[src/rtl/mem_bus_pkg.sv]
`default_nettype none
// ============================================================================
//  Module   : mem_bus_pkg
//  Brief    : Shared types and constants for the CPU-to-memory bridge.
//  Revision : 1.0 - initial release
// ============================================================================
package mem_bus_pkg;

    // Bridge transaction state
    typedef enum logic [1:0] {
        ST_IDLE     = 2'd0,
        ST_SRAM_ACC = 2'd1,
        ST_PER_ACC  = 2'd2,
        ST_UNMAP    = 2'd3
    } state_t;

    // Decoded destination of a request
    typedef enum logic [1:0] {
        TGT_SRAM   = 2'd0,
        TGT_PERIPH = 2'd1,
        TGT_NONE   = 2'd2
    } target_t;

    // Data returned to the core for reads that never reach a real target
    localparam logic [31:0] UNMAP_RDATA   = 32'h0000_0000;
    localparam logic [31:0] TIMEOUT_RDATA = 32'hFFFF_FFFF;

    // Width of the shared latency / timeout counter
    localparam int CNT_W = 16;

endpackage : mem_bus_pkg
`default_nettype wire

[src/rtl/mem_addr_decode.sv]
`default_nettype none
// ============================================================================
//  Module   : mem_addr_decode
//  Brief    : Maps a byte address to SRAM, peripheral or unmapped space and
//             produces the region-relative word offset.
//  Revision : 1.0 - initial release
// ============================================================================
module mem_addr_decode
    import mem_bus_pkg::*;
#(
    parameter logic [31:0] SRAM_BASE   = 32'h0000_4000,
    parameter int          SRAM_AW     = 12,
    parameter logic [31:0] PERIPH_BASE = 32'h0001_0000,
    parameter int          PERIPH_AW   = 8
) (
    input  logic [31:0]          i_address,
    output logic [1:0]           o_target,
    output logic [SRAM_AW-1:0]   o_sram_offset,
    output logic [PERIPH_AW-1:0] o_per_offset
);

    logic [31:0] w_sram_rel;
    logic [31:0] w_per_rel;
    logic        w_sram_hit;
    logic        w_per_hit;
    logic        w_unused_byte_bits;

    // Subtracting the base wraps addresses below it to huge values, so a single
    // "upper bits are zero" test covers both ends of the window.
    assign w_sram_rel = i_address - SRAM_BASE;
    assign w_per_rel  = i_address - PERIPH_BASE;
    assign w_sram_hit = (w_sram_rel[31:SRAM_AW+2] == '0);
    assign w_per_hit  = (w_per_rel[31:PERIPH_AW+2] == '0);

    assign o_sram_offset = w_sram_rel[SRAM_AW+1:2];
    assign o_per_offset  = w_per_rel[PERIPH_AW+1:2];

    // Byte-lane bits are ignored; accesses are always whole words
    assign w_unused_byte_bits = ^{w_sram_rel[1:0], w_per_rel[1:0]};

    // Select the target, SRAM taking precedence should the windows overlap
    always_comb begin
        o_target = TGT_NONE;
        if (w_sram_hit) begin
            o_target = TGT_SRAM;
        end else if (w_per_hit) begin
            o_target = TGT_PERIPH;
        end
    end

endmodule : mem_addr_decode
`default_nettype wire

[src/rtl/cpu_mem_bridge.sv]
`default_nettype none
// ============================================================================
//  Module   : cpu_mem_bridge
//  Brief    : Turns the core's single-cycle re/we pulses into SRAM or
//             valid/ready peripheral accesses, with peripheral timeout and a
//             sticky bus-error flag that records the first failing address.
//  Revision : 1.0 - initial release
// ============================================================================
module cpu_mem_bridge
    import mem_bus_pkg::*;
#(
    parameter logic [31:0] SRAM_BASE   = 32'h0000_4000,
    parameter int          SRAM_AW     = 12,
    parameter int          SRAM_LAT    = 1,
    parameter logic [31:0] PERIPH_BASE = 32'h0001_0000,
    parameter int          PERIPH_AW   = 8,
    parameter int          TIMEOUT     = 255
) (
    input  logic                 clk,
    input  logic                 rst,
    input  logic [31:0]          cpu_address,
    input  logic [31:0]          cpu_write_data,
    input  logic                 cpu_re,
    input  logic                 cpu_we,
    output logic [31:0]          cpu_read_data,
    output logic                 cpu_mem_busy,
    output logic                 sram_en,
    output logic                 sram_we,
    output logic [SRAM_AW-1:0]   sram_addr,
    output logic [31:0]          sram_wdata,
    input  logic [31:0]          sram_rdata,
    output logic                 per_valid,
    output logic                 per_we,
    output logic [PERIPH_AW-1:0] per_addr,
    output logic [31:0]          per_wdata,
    input  logic [31:0]          per_rdata,
    input  logic                 per_ready,
    output logic                 bus_err,
    output logic [31:0]          bus_err_addr
);

    localparam logic [CNT_W-1:0] c_sram_lat     = 16'(SRAM_LAT);
    localparam logic [CNT_W-1:0] c_timeout_last = 16'(TIMEOUT - 1);

    state_t                 state_q,    state_d;
    logic [31:0]            addr_q,     addr_d;
    logic [31:0]            wdata_q,    wdata_d;
    logic                   we_q,       we_d;
    logic [SRAM_AW-1:0]     sram_off_q, sram_off_d;
    logic [PERIPH_AW-1:0]   per_off_q,  per_off_d;
    logic [CNT_W-1:0]       cnt_q,      cnt_d;
    logic [31:0]            rdata_q,    rdata_d;
    logic                   busy_q,     busy_d;
    logic                   err_q,      err_d;
    logic [31:0]            err_addr_q, err_addr_d;

    logic                   w_req;
    logic                   w_done;
    logic                   w_err_hit;
    logic [31:0]            w_err_src;
    logic [1:0]             w_target;
    logic [SRAM_AW-1:0]     w_sram_off;
    logic [PERIPH_AW-1:0]   w_per_off;

    assign w_req = cpu_re | cpu_we;

    mem_addr_decode #(
        .SRAM_BASE   (SRAM_BASE),
        .SRAM_AW     (SRAM_AW),
        .PERIPH_BASE (PERIPH_BASE),
        .PERIPH_AW   (PERIPH_AW)
    ) u_decode (
        .i_address     (cpu_address),
        .o_target      (w_target),
        .o_sram_offset (w_sram_off),
        .o_per_offset  (w_per_off)
    );

    // Next-state, completion and sticky-error logic for the single outstanding request
    always_comb begin
        state_d    = state_q;
        addr_d     = addr_q;
        wdata_d    = wdata_q;
        we_d       = we_q;
        sram_off_d = sram_off_q;
        per_off_d  = per_off_q;
        cnt_d      = cnt_q;
        rdata_d    = rdata_q;
        busy_d     = busy_q;
        err_d      = err_q;
        err_addr_d = err_addr_q;
        w_done     = 1'b0;
        w_err_hit  = 1'b0;
        w_err_src  = addr_q;

        case (state_q)
            ST_IDLE: begin
                if (w_req) begin
                    addr_d     = cpu_address;
                    wdata_d    = cpu_write_data;
                    we_d       = cpu_we;          // re+we together resolves to a write
                    sram_off_d = w_sram_off;
                    per_off_d  = w_per_off;
                    cnt_d      = '0;
                    busy_d     = 1'b1;
                    case (w_target)
                        TGT_SRAM:   state_d = ST_SRAM_ACC;
                        TGT_PERIPH: state_d = ST_PER_ACC;
                        default:    state_d = ST_UNMAP;
                    endcase
                    if (cpu_re && cpu_we) begin
                        w_err_hit = 1'b1;
                        w_err_src = cpu_address;
                    end
                end
            end
            ST_SRAM_ACC: begin
                cnt_d = cnt_q + 16'd1;
                if (we_q) begin
                    w_done = 1'b1;
                end else if (cnt_q == c_sram_lat) begin
                    rdata_d = sram_rdata;
                    w_done  = 1'b1;
                end
            end
            ST_PER_ACC: begin
                cnt_d = cnt_q + 16'd1;
                if (per_ready) begin
                    if (!we_q) begin
                        rdata_d = per_rdata;
                    end
                    w_done = 1'b1;
                end else if (cnt_q == c_timeout_last) begin
                    if (!we_q) begin
                        rdata_d = TIMEOUT_RDATA;
                    end
                    w_err_hit = 1'b1;
                    w_done    = 1'b1;
                end
            end
            ST_UNMAP: begin
                if (!we_q) begin
                    rdata_d = UNMAP_RDATA;
                end
                w_err_hit = 1'b1;
                w_done    = 1'b1;
            end
            default: begin
                state_d = ST_IDLE;
            end
        endcase

        if (w_done) begin
            state_d = ST_IDLE;
            busy_d  = 1'b0;
            cnt_d   = '0;
        end

        // A pulse arriving while busy is dropped; an in-flight error wins the address slot
        if (w_req && (state_q != ST_IDLE) && !w_err_hit) begin
            w_err_hit = 1'b1;
            w_err_src = cpu_address;
        end

        if (w_err_hit && !err_q) begin
            err_d      = 1'b1;
            err_addr_d = w_err_src;
        end
    end

    // State and datapath registers with synchronous reset
    always_ff @(posedge clk) begin
        if (rst) begin
            state_q    <= ST_IDLE;
            addr_q     <= '0;
            wdata_q    <= '0;
            we_q       <= 1'b0;
            sram_off_q <= '0;
            per_off_q  <= '0;
            cnt_q      <= '0;
            rdata_q    <= '0;
            busy_q     <= 1'b0;
            err_q      <= 1'b0;
            err_addr_q <= '0;
        end else begin
            state_q    <= state_d;
            addr_q     <= addr_d;
            wdata_q    <= wdata_d;
            we_q       <= we_d;
            sram_off_q <= sram_off_d;
            per_off_q  <= per_off_d;
            cnt_q      <= cnt_d;
            rdata_q    <= rdata_d;
            busy_q     <= busy_d;
            err_q      <= err_d;
            err_addr_q <= err_addr_d;
        end
    end

    // SRAM strobe lives only in the first access cycle
    assign sram_en    = (state_q == ST_SRAM_ACC) && (cnt_q == '0);
    assign sram_we    = sram_en && we_q;
    assign sram_addr  = sram_off_q;
    assign sram_wdata = wdata_q;

    // Peripheral request held for the whole PER_ACC residency
    assign per_valid  = (state_q == ST_PER_ACC);
    assign per_we     = per_valid && we_q;
    assign per_addr   = per_off_q;
    assign per_wdata  = wdata_q;

    assign cpu_read_data = rdata_q;
    assign cpu_mem_busy  = busy_q;
    assign bus_err       = err_q;
    assign bus_err_addr  = err_addr_q;

endmodule : cpu_mem_bridge
`default_nettype wire

[config.mk]
export PLATFORM = sky130hd
export DESIGN_NAME = cpu_mem_bridge
export DESIGN_NICKNAME = d
export VERILOG_FILES = /design/src/rtl/mem_bus_pkg.sv /design/src/rtl/mem_addr_decode.sv /design/src/rtl/cpu_mem_bridge.sv
export SDC_FILE = /design/constraint.sdc
export NUM_CORES = 1
export LEC_CHECK = 0
export ABC_AREA = 1
export ABC_CLOCK_PERIOD_IN_PS = 2490
export CELL_PAD_IN_SITES_DETAIL_PLACEMENT = 0
export CELL_PAD_IN_SITES_GLOBAL_PLACEMENT = 1
export CORE_MARGIN = 2
export CORE_UTILIZATION = 31
export CTS_CLUSTER_SIZE = 12
export DETAILED_ROUTE_END_ITERATION = 7
export HOLD_SLACK_MARGIN = 0.12
export PLACE_DENSITY_LB_ADDON = 0.12
export SYNTH_ARGS = -nofsm -noshare
export SYNTH_HDL_FRONTEND = slang
export SYNTH_SLANG_ARGS = --single-unit
[constraint.sdc]
create_clock -name clk -period 2.49 [get_ports clk]
set_input_delay 0.498 -clock clk [delete_from_list [all_inputs] [get_ports clk]]
set_output_delay 0.498 -clock clk [all_outputs]
set_load 0.01 [all_outputs]
After elaboration in Yosys (flattened, before gate mapping)

Cells that the tools add are included.
Widths: inputs -> output; s select.

Bitwise logic cells: 1
Multiplexer cells: 27
Equality and inequality tests: 12
Add/subtract/negate cells: 3
Reductions and logical operators: 22

Operator list:

| operator               | number |
|---|---|
| $mux 32                | 11 |
| $pmux 32 s3            | 1 |
| $pmux 16 s2            | 1 |
| $sub 32x15->32 const B | 1 |
| $sub 32x17->32 const B | 1 |
| $logic_not 22->1       | 1 |
| $logic_not 18->1       | 1 |
| $add 16x1->16 const B  | 1 |
| $eq 16x1->1 const B    | 1 |
| $eq 16x8->1 const B    | 1 |
| $logic_not 16->1       | 1 |
| $mux 16                | 1 |
| $ne 2x2->1 const B     | 5 |
| $mux 1                 | 8 |
| $logic_and 1x1->1      | 7 |
| $pmux 1 s3             | 2 |
| $reduce_and 6->1       | 1 |
| $eq 2x1->1 const B     | 2 |
| $eq 2x2->1 const B     | 2 |
| $logic_not 2->1        | 2 |
| $mux 2                 | 2 |
| $pmux 2 s2             | 1 |
| $reduce_and 2->1       | 2 |
| $reduce_bool 2->1      | 2 |
| other kinds (5)        | 7 |

Word-level logic and storage cells: 76
Input bits: 133
Bits in registers: 169
Output and inout port bits: 154

Longest topological paths before layout

Gate-level depths: netlist (run 1).

Depth after elaboration: 8
Depth in mapped cells: 14
Mapped depth without buffers: 13

By module

Synthesis (run 1) repeated with hierarchy kept, for this count alone.

Cells, all modules: 1270
Area total of the unflattened synthesis: 8700.8 sq um

Modules (own cells, without submodules):

| module          | cells an instance | area an instance (sq um) | sequential area each (sq um) | times used |
|---|---|---|---|---|
| cpu_mem_bridge  | 1134              | 8052.7                   | 3383.2                       | 1 |
| mem_addr_decode | 136               | 648.1                    | 0.0                          | 1 |

Least setup slack after synthesis (run 1)

OpenSTA, ideal clock, no wires.

Path kind: flip-flop to flip-flop
Start point: register state_q[1]
End point: register rdata_q[10], in the netlist cpu_read_data[10]
Path slack: 0.667 ns
Arrival: 1.695 ns
Cell stages (with the launch flop): 9
Required time: 2.362 ns
Setup time: 0.128 ns
Buffers on the path: 1
Cells stage by stage: dfxtp_1 inv_1 ha_1 or2_2 a211oi_1 nand3_2 clkbuf_1 o21ai_0 a21oi_1

Longest elaborated chain between the ends: 3
Elaborated cells on any way between the ends: 11
Classes of those cells: 8 x eq/ne; 1 x mux; 2 x reduce/logical

RTL lines:

| what                                                      | line                  | RTL |
|---|---|---|
| start: declaration                                        | cpu_mem_bridge.sv:45  | `state_t state_q, state_d;` |
| start signal: assignment                                  | cpu_mem_bridge.sv:186 | `state_q <= state_d;` |
| $eq 2x2->1 / $eq 2x1->1 (equally long branches)           | cpu_mem_bridge.sv:96  | `case (state_q)` |
| $ne 3x1->1 (no source line), or another cell as far along | -                     |  |
| $reduce_and 6->1 (no source line)                         | -                     |  |
| end signal: assignment                                    | cpu_mem_bridge.sv:193 | `rdata_q <= rdata_d;` |
| end: declaration                                          | cpu_mem_bridge.sv:52  | `logic [31:0] rdata_q, rdata_d;` |

Parallel ways exist; a longest one is shown, timed or not.
A chain may end at the register's enable or synchronous reset.

Worst setup path after layout (run 1)

Start point: register state_q[1]
End point: register rdata_q[30], in the netlist cpu_read_data[30]

Same word-level chain as after synthesis.

==> run summary, run 1 <==
Most common cell after layout, fill and taps aside: clkdlybuf4s50_1
First-pass iteration count of the detailed router: 5
Synth Area per Inst: 6.75 µm²
Area of the die: 26600 µm²
Final Power: 12.3 mW
Std-Cell Core Area: 25000 µm²
Critical path capture point type: flip-flop
TritonCTS clock tree: built
Critical path fanouts, max: 41
GR Overflow Total: 0
RSZ-0062 raised after global routing: no
Max-cap violation count: 0
Worst endpoint required time: 2.79 ns
Drt total wl: 25.3 mm
Seq/Total Area, Yosys: 38.1%
Main synth FF type: dfxtp_1
YS warnings: 0
Post-detail-place hpwl: 18.3 mm
Leak: 4.77 nW
Rel. slew slack: 61.7%
Area Overhead vs Synth: 44.3%
Layout cells sized above 1: 7.63%
Worst Setup SP: state_q[1]$_SDFFE_PP0P_
Worst ir drop on vdd: 0.414 mV
Die width: 163 µm
Initial DRC count: 402
Vias per inst: 4.53
Cell area after synthesis: 7840 µm²
Fin crit period: 2.32 ns
First-pass GRT wire length: 39.9 mm
Flops & latches, synth: 149
Clk Latency, worst-skew pair: 0.42 ns
Clk slew on worst S/H paths: 0.07 ns
Non-Filler Instances: 1719
Num rows: 58
Place WS: -0.0200 ns
GPL Wtd Cong: 0.820
Setup TNS: 0 ns
Distinct cells, synth: 32
Largest net degree at the start of global routing: 54
Synth Instances: 1161
Reg-to-reg startpoint: state_q[1]$_SDFFE_PP0P_
CTS Buf Count: 17
Highest clock rate: 0.432 GHz
Crit start category: flip-flop
Die H: 163 µm
Antenna Cells: 0
Crit path DAT: 2.61 ns
DR DRC count: 0
Worst hold path class: reg2reg
Routed wire per std cell: 14.7 µm
Setup Buffers After CTS: 0
Final Max Tran Viols: 0
Vias in the first global route: 7224
Outcome: finished, final reports clean
Port bufs: 286
Synth Net Count: 1303
Post-route ant nets: 0
CTS sink cnt: 149
Crit share post-route: 93.0%
Final Hold Fails: 0
Power Density: 1090 nW/µm²
Nets@finish: 1520
GRT Resource Usage Total: 19.1%
Slew @ Worst Pin: 0.575 ns
I/O pins: 287
Fill cell total of the finished layout: 2637
Initial core utilization: 31.4%
Clock Tree Buf Depth: 2
H-tree levels: 4
Most frequent cells in the layout: 283 x clkdlybuf4s50_1, 176 x nand2_1, 175 x nor2_1
Min-delay src: cpu_read_data[3]$_SDFFE_PP0P_
Setup CP Type: reg2reg
Initial antenna violation count: 0
CTS Root Cell: clkbuf_16
EDFF count, synth: 0
Routed vias: 7795
Placed Instances: 1689
Async S/R FF share, synth: 0%
Final setup margin: 0.174 ns
Clk_skew: 0.00975 ns
Setup violations, final: 0
-- metal layers --
| metal | global-route usage (%) | up-vias | wire length, µm |
|---|---|---|---|
| met2 | 30.5 | 255 | 11300 |
| met5 | 0 | - | 0 |
| met3 | 6.42 | 7 | 2130 |
| met1 | 25.3 | 3455 | 11700 |
| li1 | - | 4078 | - |
| met4 | 3.42 | 0 | 119 |
-- registers in the layout, summed over array words and instances (netlist names) --
name           cells
addr_q            32
bus_err            1
bus_err_addr      32
cnt_q             16
cpu_mem_busy       1
cpu_read_data     32
per_wdata         32
state_q            2
we_q               1
-- repair_timing --
| item | CTS | global route |
|---|---|---|
| endpoints found under the setup margin | 2 | 1 |
| resized for setup | 4 | 1 |
| hold buffers | 0 | 0 |
| pin swaps | 0 | 0 |
| endpoints found under the hold margin | 0 | 0 |
-- worst max-delay path, cell delays in order (launching register included) --
cell	delay, ns
dfxtp_1	0.42
inv_1	0.11
ha_1	0.22
or2_2	0.29
a211oi_1	0.34
nand3_2	0.21
buf_4	0.29
o21ai_0	0.23
a21oi_1	0.06
-- final timing paths --
| path | endpoint | slack, ns | cells after the start |
|---|---|---|---|
| worst max-delay path | cpu_read_data[30]$_SDFFE_PP0P_ | 0.17 | 8 |
| worst min-delay path | cpu_read_data[3]$_SDFFE_PP0P_ | 0.44 | 2 |
| worst max register to register | cpu_read_data[30]$_SDFFE_PP0P_ | 0.17 | 8 |
| worst min register to register | cpu_read_data[3]$_SDFFE_PP0P_ | 0.44 | 2 |
-- where the power goes --
part | total, mW | switching (mW) | leakage [nW] | internal [mW]
sequential | 3.70 | 0.512 | 1.23 | 3.19
clock | 2.81 | 1.08 | 0.302 | 1.73
combinational | 5.82 | 3.08 | 3.24 | 2.74
total | 12.3 | 4.67 | 4.77 | 7.66
-- synthesized netlist by cell type, types with 2 or more instances --
| cell | n | area (µm²) |
|---|---|---|
| a31oi_1 | 2 | 12.5 |
| o21ai_0 | 137 | 686 |
| nor4_1 | 2 | 12.5 |
| buf_1 | 3 | 11.3 |
| a21oi_2 | 30 | 263 |
| inv_1 | 144 | 541 |
| nor3_1 | 5 | 25.0 |
| inv_2 | 2 | 7.51 |
| nand2_2 | 3 | 18.8 |
| xnor2_1 | 2 | 17.5 |
| nand3_1 | 122 | 611 |
| buf_2 | 2 | 10.0 |
| a21oi_1 | 54 | 270 |
| dfxtp_1 | 149 | 2980 |
| buf_4 | 56 | 420 |
| nand4_1 | 12 | 75.1 |
| nand2_4 | 2 | 22.5 |
| clkinv_1 | 2 | 7.51 |
| xor2_1 | 8 | 70.1 |
| clkbuf_1 | 45 | 169 |
| nand2_1 | 177 | 664 |
| buf_6 | 10 | 113 |
| nor2_1 | 175 | 657 |
| ha_1 | 9 | 113 |
-- final cells by class --
| class | instances | area [µm²] | area share, % |
|---|---|---|---|
| well taps | 330 | 413 | 3.65 |
| clock buffers | 19 | 453 | 4.01 |
| flip-flops and latches | 149 | 2980 | 26.4 |
| inverters | 149 | 561 | 4.96 |
| multi-input cells | 747 | 3580 | 31.7 |
| clock inverters | 11 | 175 | 1.55 |
| repair buffers | 314 | 3140 | 27.8 |
-- logic make-up after synthesis --
logic type | after synthesis | synth area share [%]
flops | 149 | 38.1
xor+xnor | 10 | 1.12
compound gates | 227 | 16.1
fa+ha+maj | 9 | 1.44
buf+inv | 265 | 16.4
simple gates | 501 | 26.9
-- per-stage QoR --
step | hold WS [ns] | util [%] | area [µm²]
floorplan | 0.456 | - | 7840
global placement | 0.431 | 42.7 | 10700
detailed placement | 0.439 | 42.7 | 10700
CTS | 0.446 | 45.3 | 11300
global route | 0.469 | 45.3 | 11300
finish | 0.442 | 45.3 | 11300
No activity file was read; power rests on OpenSTA's default activity.
==> run 2: changes to the inputs <==
SLEW_MARGIN = 20   (was unset)
==> results of run 2 <==
No change in the layout: final DEF, timing and power equal those of run 1.
